`src/rtl/ps2_scancode_decoder.sv`:
```
// rtl/ps2_scancode_decoder.sv - PS/2 set-2 scan code decoder with prefix FSM, shift tracking, ASCII map and event FIFO
module ps2_scancode_decoder #(
  parameter int FIFO_DEPTH = 4
) (
  input  logic       clk,
  input  logic       reset,
  input  logic [7:0] scan_code,
  input  logic       scan_ready,
  input  logic       ev_ready,
  input  logic       ov_clear,
  output logic       ev_valid,
  output logic [7:0] ev_code,
  output logic [7:0] ev_ascii,
  output logic       ev_release,
  output logic       ev_extended,
  output logic       overflow
);

  localparam int AW = $clog2(FIFO_DEPTH);

  // bit 0 is the extended flag, bit 1 the break flag
  typedef enum logic [1:0] {IDLE = 2'b00, EXT = 2'b01, BRK = 2'b10, EXT_BRK = 2'b11} state_t;

  state_t state, state_next;
  logic   shift, shift_next;
  logic   sync1, sync2, sync3;
  logic   capture, push, ext, brk;
  logic [7:0] ascii;

  logic [17:0]   mem [FIFO_DEPTH];
  logic [AW-1:0] rd_ptr, wr_ptr, rd_next;
  logic [AW:0]   count, count_after_pop;
  logic          full, pop, wr_en, drop;

  function automatic logic [7:0] ascii_of(input logic [7:0] code, input logic is_ext,
                                          input logic is_shift);
    logic [7:0] a;
    logic       letter;
    a = 8'h00;
    letter = 1'b1;
    case (code)
      8'h1C: a = "a";  8'h32: a = "b";  8'h21: a = "c";  8'h23: a = "d";
      8'h24: a = "e";  8'h2B: a = "f";  8'h34: a = "g";  8'h33: a = "h";
      8'h43: a = "i";  8'h3B: a = "j";  8'h42: a = "k";  8'h4B: a = "l";
      8'h3A: a = "m";  8'h31: a = "n";  8'h44: a = "o";  8'h4D: a = "p";
      8'h15: a = "q";  8'h2D: a = "r";  8'h1B: a = "s";  8'h2C: a = "t";
      8'h3C: a = "u";  8'h2A: a = "v";  8'h1D: a = "w";  8'h22: a = "x";
      8'h35: a = "y";  8'h1A: a = "z";
      default: begin
        letter = 1'b0;
        case (code)
          8'h45: a = "0";  8'h16: a = "1";  8'h1E: a = "2";  8'h26: a = "3";
          8'h25: a = "4";  8'h2E: a = "5";  8'h36: a = "6";  8'h3D: a = "7";
          8'h3E: a = "8";  8'h46: a = "9";
          8'h29: a = 8'h20;
          8'h5A: a = 8'h0D;
          8'h66: a = 8'h08;
          default: a = 8'h00;
        endcase
      end
    endcase
    if (letter && is_shift) a = a - 8'h20;
    // only Enter survives the E0 prefix
    if (is_ext) a = (code == 8'h5A) ? 8'h0D : 8'h00;
    return a;
  endfunction

  always_ff @(posedge clk or negedge reset) begin
    if (!reset) begin
      sync1 <= 1'b0;
      sync2 <= 1'b0;
      sync3 <= 1'b0;
      state <= IDLE;
      shift <= 1'b0;
    end else begin
      sync1 <= scan_ready;
      sync2 <= sync1;
      sync3 <= sync2;
      state <= state_next;
      shift <= shift_next;
    end
  end

  assign capture = sync2 & ~sync3;
  assign ext     = state[0];
  assign brk     = state[1];

  always_comb begin
    state_next = state;
    shift_next = shift;
    push       = 1'b0;
    if (capture) begin
      case (scan_code)
        8'hE0: state_next = state_t'({brk, 1'b1});
        8'hF0: state_next = state_t'({1'b1, ext});
        8'hE1, 8'hFA, 8'hAA: state_next = state;
        default: begin
          push       = 1'b1;
          state_next = IDLE;
          if (!ext && (scan_code == 8'h12 || scan_code == 8'h59)) shift_next = ~brk;
        end
      endcase
    end
  end

  assign ascii = brk ? 8'h00 : ascii_of(scan_code, ext, shift);

  assign full            = (count == (AW+1)'(FIFO_DEPTH));
  assign pop             = ev_valid & ev_ready;
  assign wr_en           = push & (~full | pop);
  assign drop            = push & full & ~pop;
  assign rd_next         = rd_ptr + AW'(pop);
  assign count_after_pop = count - (AW+1)'(pop);

  always_ff @(posedge clk) begin
    if (wr_en) mem[wr_ptr] <= {ext, brk, scan_code, ascii};
  end

  // head registers see the post-pop view; a push lands in them one cycle later
  always_ff @(posedge clk or negedge reset) begin
    if (!reset) begin
      rd_ptr      <= '0;
      wr_ptr      <= '0;
      count       <= '0;
      overflow    <= 1'b0;
      ev_valid    <= 1'b0;
      ev_code     <= 8'h00;
      ev_ascii    <= 8'h00;
      ev_release  <= 1'b0;
      ev_extended <= 1'b0;
    end else begin
      rd_ptr <= rd_next;
      if (wr_en) wr_ptr <= wr_ptr + 1'b1;
      count <= count_after_pop + (AW+1)'(wr_en);
      if (drop) overflow <= 1'b1;
      else if (ov_clear) overflow <= 1'b0;
      ev_valid <= (count_after_pop != '0);
      if (count_after_pop != '0) begin
        {ev_extended, ev_release, ev_code, ev_ascii} <= mem[rd_next];
      end else begin
        {ev_extended, ev_release, ev_code, ev_ascii} <= 18'h0;
      end
    end
  end

endmodule
```
`config.mk`:
```
export PLATFORM = sky130hd
export DESIGN_NAME = ps2_scancode_decoder
export DESIGN_NICKNAME = d
export VERILOG_FILES = /design/src/rtl/ps2_scancode_decoder.sv
export SDC_FILE = /design/constraint.sdc
export NUM_CORES = 1
export LEC_CHECK = 0
export ABC_AREA = 0
export BUFFER_PORTS_ARGS = -buffer_cell sky130_fd_sc_hd__buf_2
export CAP_MARGIN = 20
export CORE_UTILIZATION = 40
export CTS_BUF_LIST = sky130_fd_sc_hd__clkbuf_8
export DETAILED_ROUTE_END_ITERATION = 8
export SLEW_MARGIN = 25
export SYNTH_ARGS = -nofsm -noshare
export SYNTH_HDL_FRONTEND = slang
export SYNTH_SLANG_ARGS = --single-unit
```
`constraint.sdc`:
```
create_clock -name clk -period 1.97 [get_ports clk]
set_input_delay 0.591 -clock clk [delete_from_list [all_inputs] [get_ports clk]]
set_output_delay 0.591 -clock clk [all_outputs]
set_load 0.03 [all_outputs]
```
==> flow_summary.toml <==
[cells_and_area]
areaGrowthSynthToFinish_pct = 32.48
regArea_mm2 = 0.002988
fill_cells = 939
fin_nets = 483
fin_cells = 609
final_util_pct = 55.37
drive_above_1_share_pct = 42.49
multi_input_area_mm2 = 0.001881
stdcell_area_mm2 = 0.006430
num_antenna_cells = 0

[synthesis]
syn_area_per_cell_um2 = 14.15
synth_area_leader_cell = "edfxtp_1"
synth.area.top_cells = "edfxtp_1 45%, dfrtp_1 17%, mux4_2 8.4%"
synth_edf_count = 72
netlist_area_mm2 = 0.004853
synth_most_common_cell = "edfxtp_1"
yosysTopAreaCellShare_pct = 44.55
synth-seq-area-share_pct = 61.56
synth_ff_type = "edfxtp_1"
async_reset_ff_share_pct = 31.43
netlist_top_cells_count = "72 x edfxtp_1, 33 x dfrtp_1, 28 x nor2b_1"
ys_types = 62
ys_ff_latch = 105
yosysWarningCount = 0
synthCells = 343

[drt]
drtIter0Drc = 195
vias = 3283
ant_nets = 0
routed_wirelength_mm = 11.54
avgViaCountPerCell = 5.391
wire_per_inst_um = 18.96
dr.pass1.iters = 6
drc = 3

[placement]
dp_hpwl_mm = 7.991
dp_slack_ns = -0.7072
placed_area_mm2 = 0.005939
dp.cells = 582
io_buffers = 32
place_congestion = 0.9288

[status]
status = "finished, violations left"
violations = "design-rule violations, negative setup slack"

[timing]
setup_slack_ns = -0.01310
final_hold_viol_count = 0
fmax_mhz = 504.3
slew_viol_final = 0
setup_viol = 12
period_minus_slack_ns = 1.983
fin_setup_tns_ns = -0.08114
rsz0062_at_grt = "yes"
fin_hold_ws_ns = 0.1644
fin_crit_sh_pct = 100.7
finClkSkew_ns = 0.01430

[grt]
grt_usage_pct = 18.58
gr-total-overflow = 0
grt_pass1_vias = 3282
grt_max_degree = 20
antenna_found_initial = 0
grt_first_pass_wirelength_mm = 17.57

[worst_setup_path]
path_class = "in -> reg"
endpoint_kind = "flop"
worst-r2r-cell-count = 7
reg2reg_to = "mem[0][4]"
crit_required_ns = 2.05
r2r_slack_ns = 0.22
startpoint_type = "input pin"
crit_fanout = 9
timing.rr.start = "ev_valid"
cp.arrival_ns = 2.07

[clocking]
cts-root-buf = "clkbuf_8"
cts.path.max_buffers = 2
htreeDepth = 3
cts.sinks = 105
hold_buffers = 0
clk_latency_ns = 0.37
clk_pin_slew_ns = 0.09
cts_buffers = 9
cts_tree = "yes"

[power]
ir_worst_vdd_mv = 0.5078
power_mw = 7.214
p_per_area_mw_per_mm2 = 1122
p_leak_nw = 2.502

[floorplan]
die_width_um = 112.2
rows = 39
coreArea_mm2 = 0.01161
dieArea_mm2 = 0.01258
die_y_um = 112.2
start_util_pct = 41.79
io_pins = 33

[run]
maxCapViolations = 0

[worst_hold_path]
hp-class = "in -> async"
## routing by layer
layer	vias up	global-route usage [%]	wire [um]
li1	1526	-	-
met1	1633	25.01	5226
met2	104	29.61	5551
met3	20	3.294	513
met4	0	8.444	253
met5	-	0	0
## how the worst max path moves through the flow
stage | startpoint | to | slack (ns) | cells past startpoint
2_1_floorplan | scan_code[6] | mem[0][0] | -0.12 | 6
3_3_place_gp | scan_code[7] | mem[0][5] | -0.73 | 7
3_5_place_dp | scan_code[7] | mem[0][5] | -0.71 | 7
4_1_cts | scan_code[6] | count[2] | -0.005 | 10
5_1_grt | scan_code[6] | mem[0][4] | -0.04 | 8
6_report | scan_code[6] | mem[0][4] | -0.01 | 8
## what timing repair did
action,in CTS,in global routing
buffers inserted,1,6
pin swaps,4,8
resized for setup,9,28
cloned,0,4
endpoints found under the setup margin,103,98
## report_power, final
group	total [mW]	internal, mW	leakage (nW)	switching [mW]
Clock	1.22	0.470	0.0852	0.747
Sequential	2.96	2.82	1.06	0.138
Combinational	3.03	1.50	1.36	1.53
Total	7.21	4.79	2.50	2.42
## cells in the final DEF, fill, tap and decap left out, types with 3 or more instances in the layout
| master | n |
|---|---|
| a21oi_1 | 6 |
| a21oi_2 | 3 |
| a31oi_1 | 6 |
| a32oi_1 | 3 |
| and2_4 | 4 |
| buf_12 | 14 |
| buf_2 | 27 |
| buf_4 | 78 |
| buf_6 | 4 |
| clkbuf_16 | 3 |
| clkbuf_8 | 9 |
| clkinvlp_4 | 3 |
| conb_1 | 4 |
| dfrtp_1 | 33 |
| edfxtp_1 | 72 |
| ha_1 | 6 |
| inv_1 | 14 |
| mux4_2 | 18 |
| nand2_1 | 14 |
| nand2b_1 | 5 |
| nand3_1 | 10 |
| nand4_1 | 4 |
| nor2_1 | 12 |
| nor2b_1 | 27 |
| nor3b_1 | 5 |
| nor4b_4 | 4 |
| o21ai_0 | 6 |
| xnor2_1 | 3 |
## kinds of logic after synthesis
family | count (synthesis) | share of synthesized area, %
and+or+nand+nor | 107 | 13.59
adders and majority gates | 9 | 2.320
buffers and inverters | 38 | 3.841
other | 1 | 0.07727
xor gates and xnor gates | 7 | 1.263
AOI/OAI and AO/OA | 54 | 8.121
muxes | 22 | 9.229
DFF | 105 | 61.56
## cell type report
| type | instances | share of cell area [%] |
|---|---|---|
| flip-flops and latches | 105 | 46.47 |
| multi-input cells | 203 | 29.25 |
| repair buffers | 128 | 17.90 |
| well taps | 143 | 2.783 |
| clock buffers | 9 | 1.926 |
| clock inverters | 7 | 0.8562 |
| inverters | 14 | 0.8173 |
## sequential cells by signal (all words and copies together), names as in the netlist
name	count
state	2
rd_ptr	2
count	3
sync3	1
ev_extended	1
wr_ptr	2
ev_valid	1
sync2	1
ev_release	1
ev_ascii	8
mem	72
sync1	1
shift	1
overflow	1
ev_code	8
## critical path, stage by stage
cell and delay, ns:
buf_8 0.12, buf_6 0.13, nor3b_2 0.16, a31oi_2 0.18, o21bai_2 0.12, a211oi_4 0.34
and2_4 0.26, buf_12 0.15
Note: power is estimated with default switching activity, not from simulation.
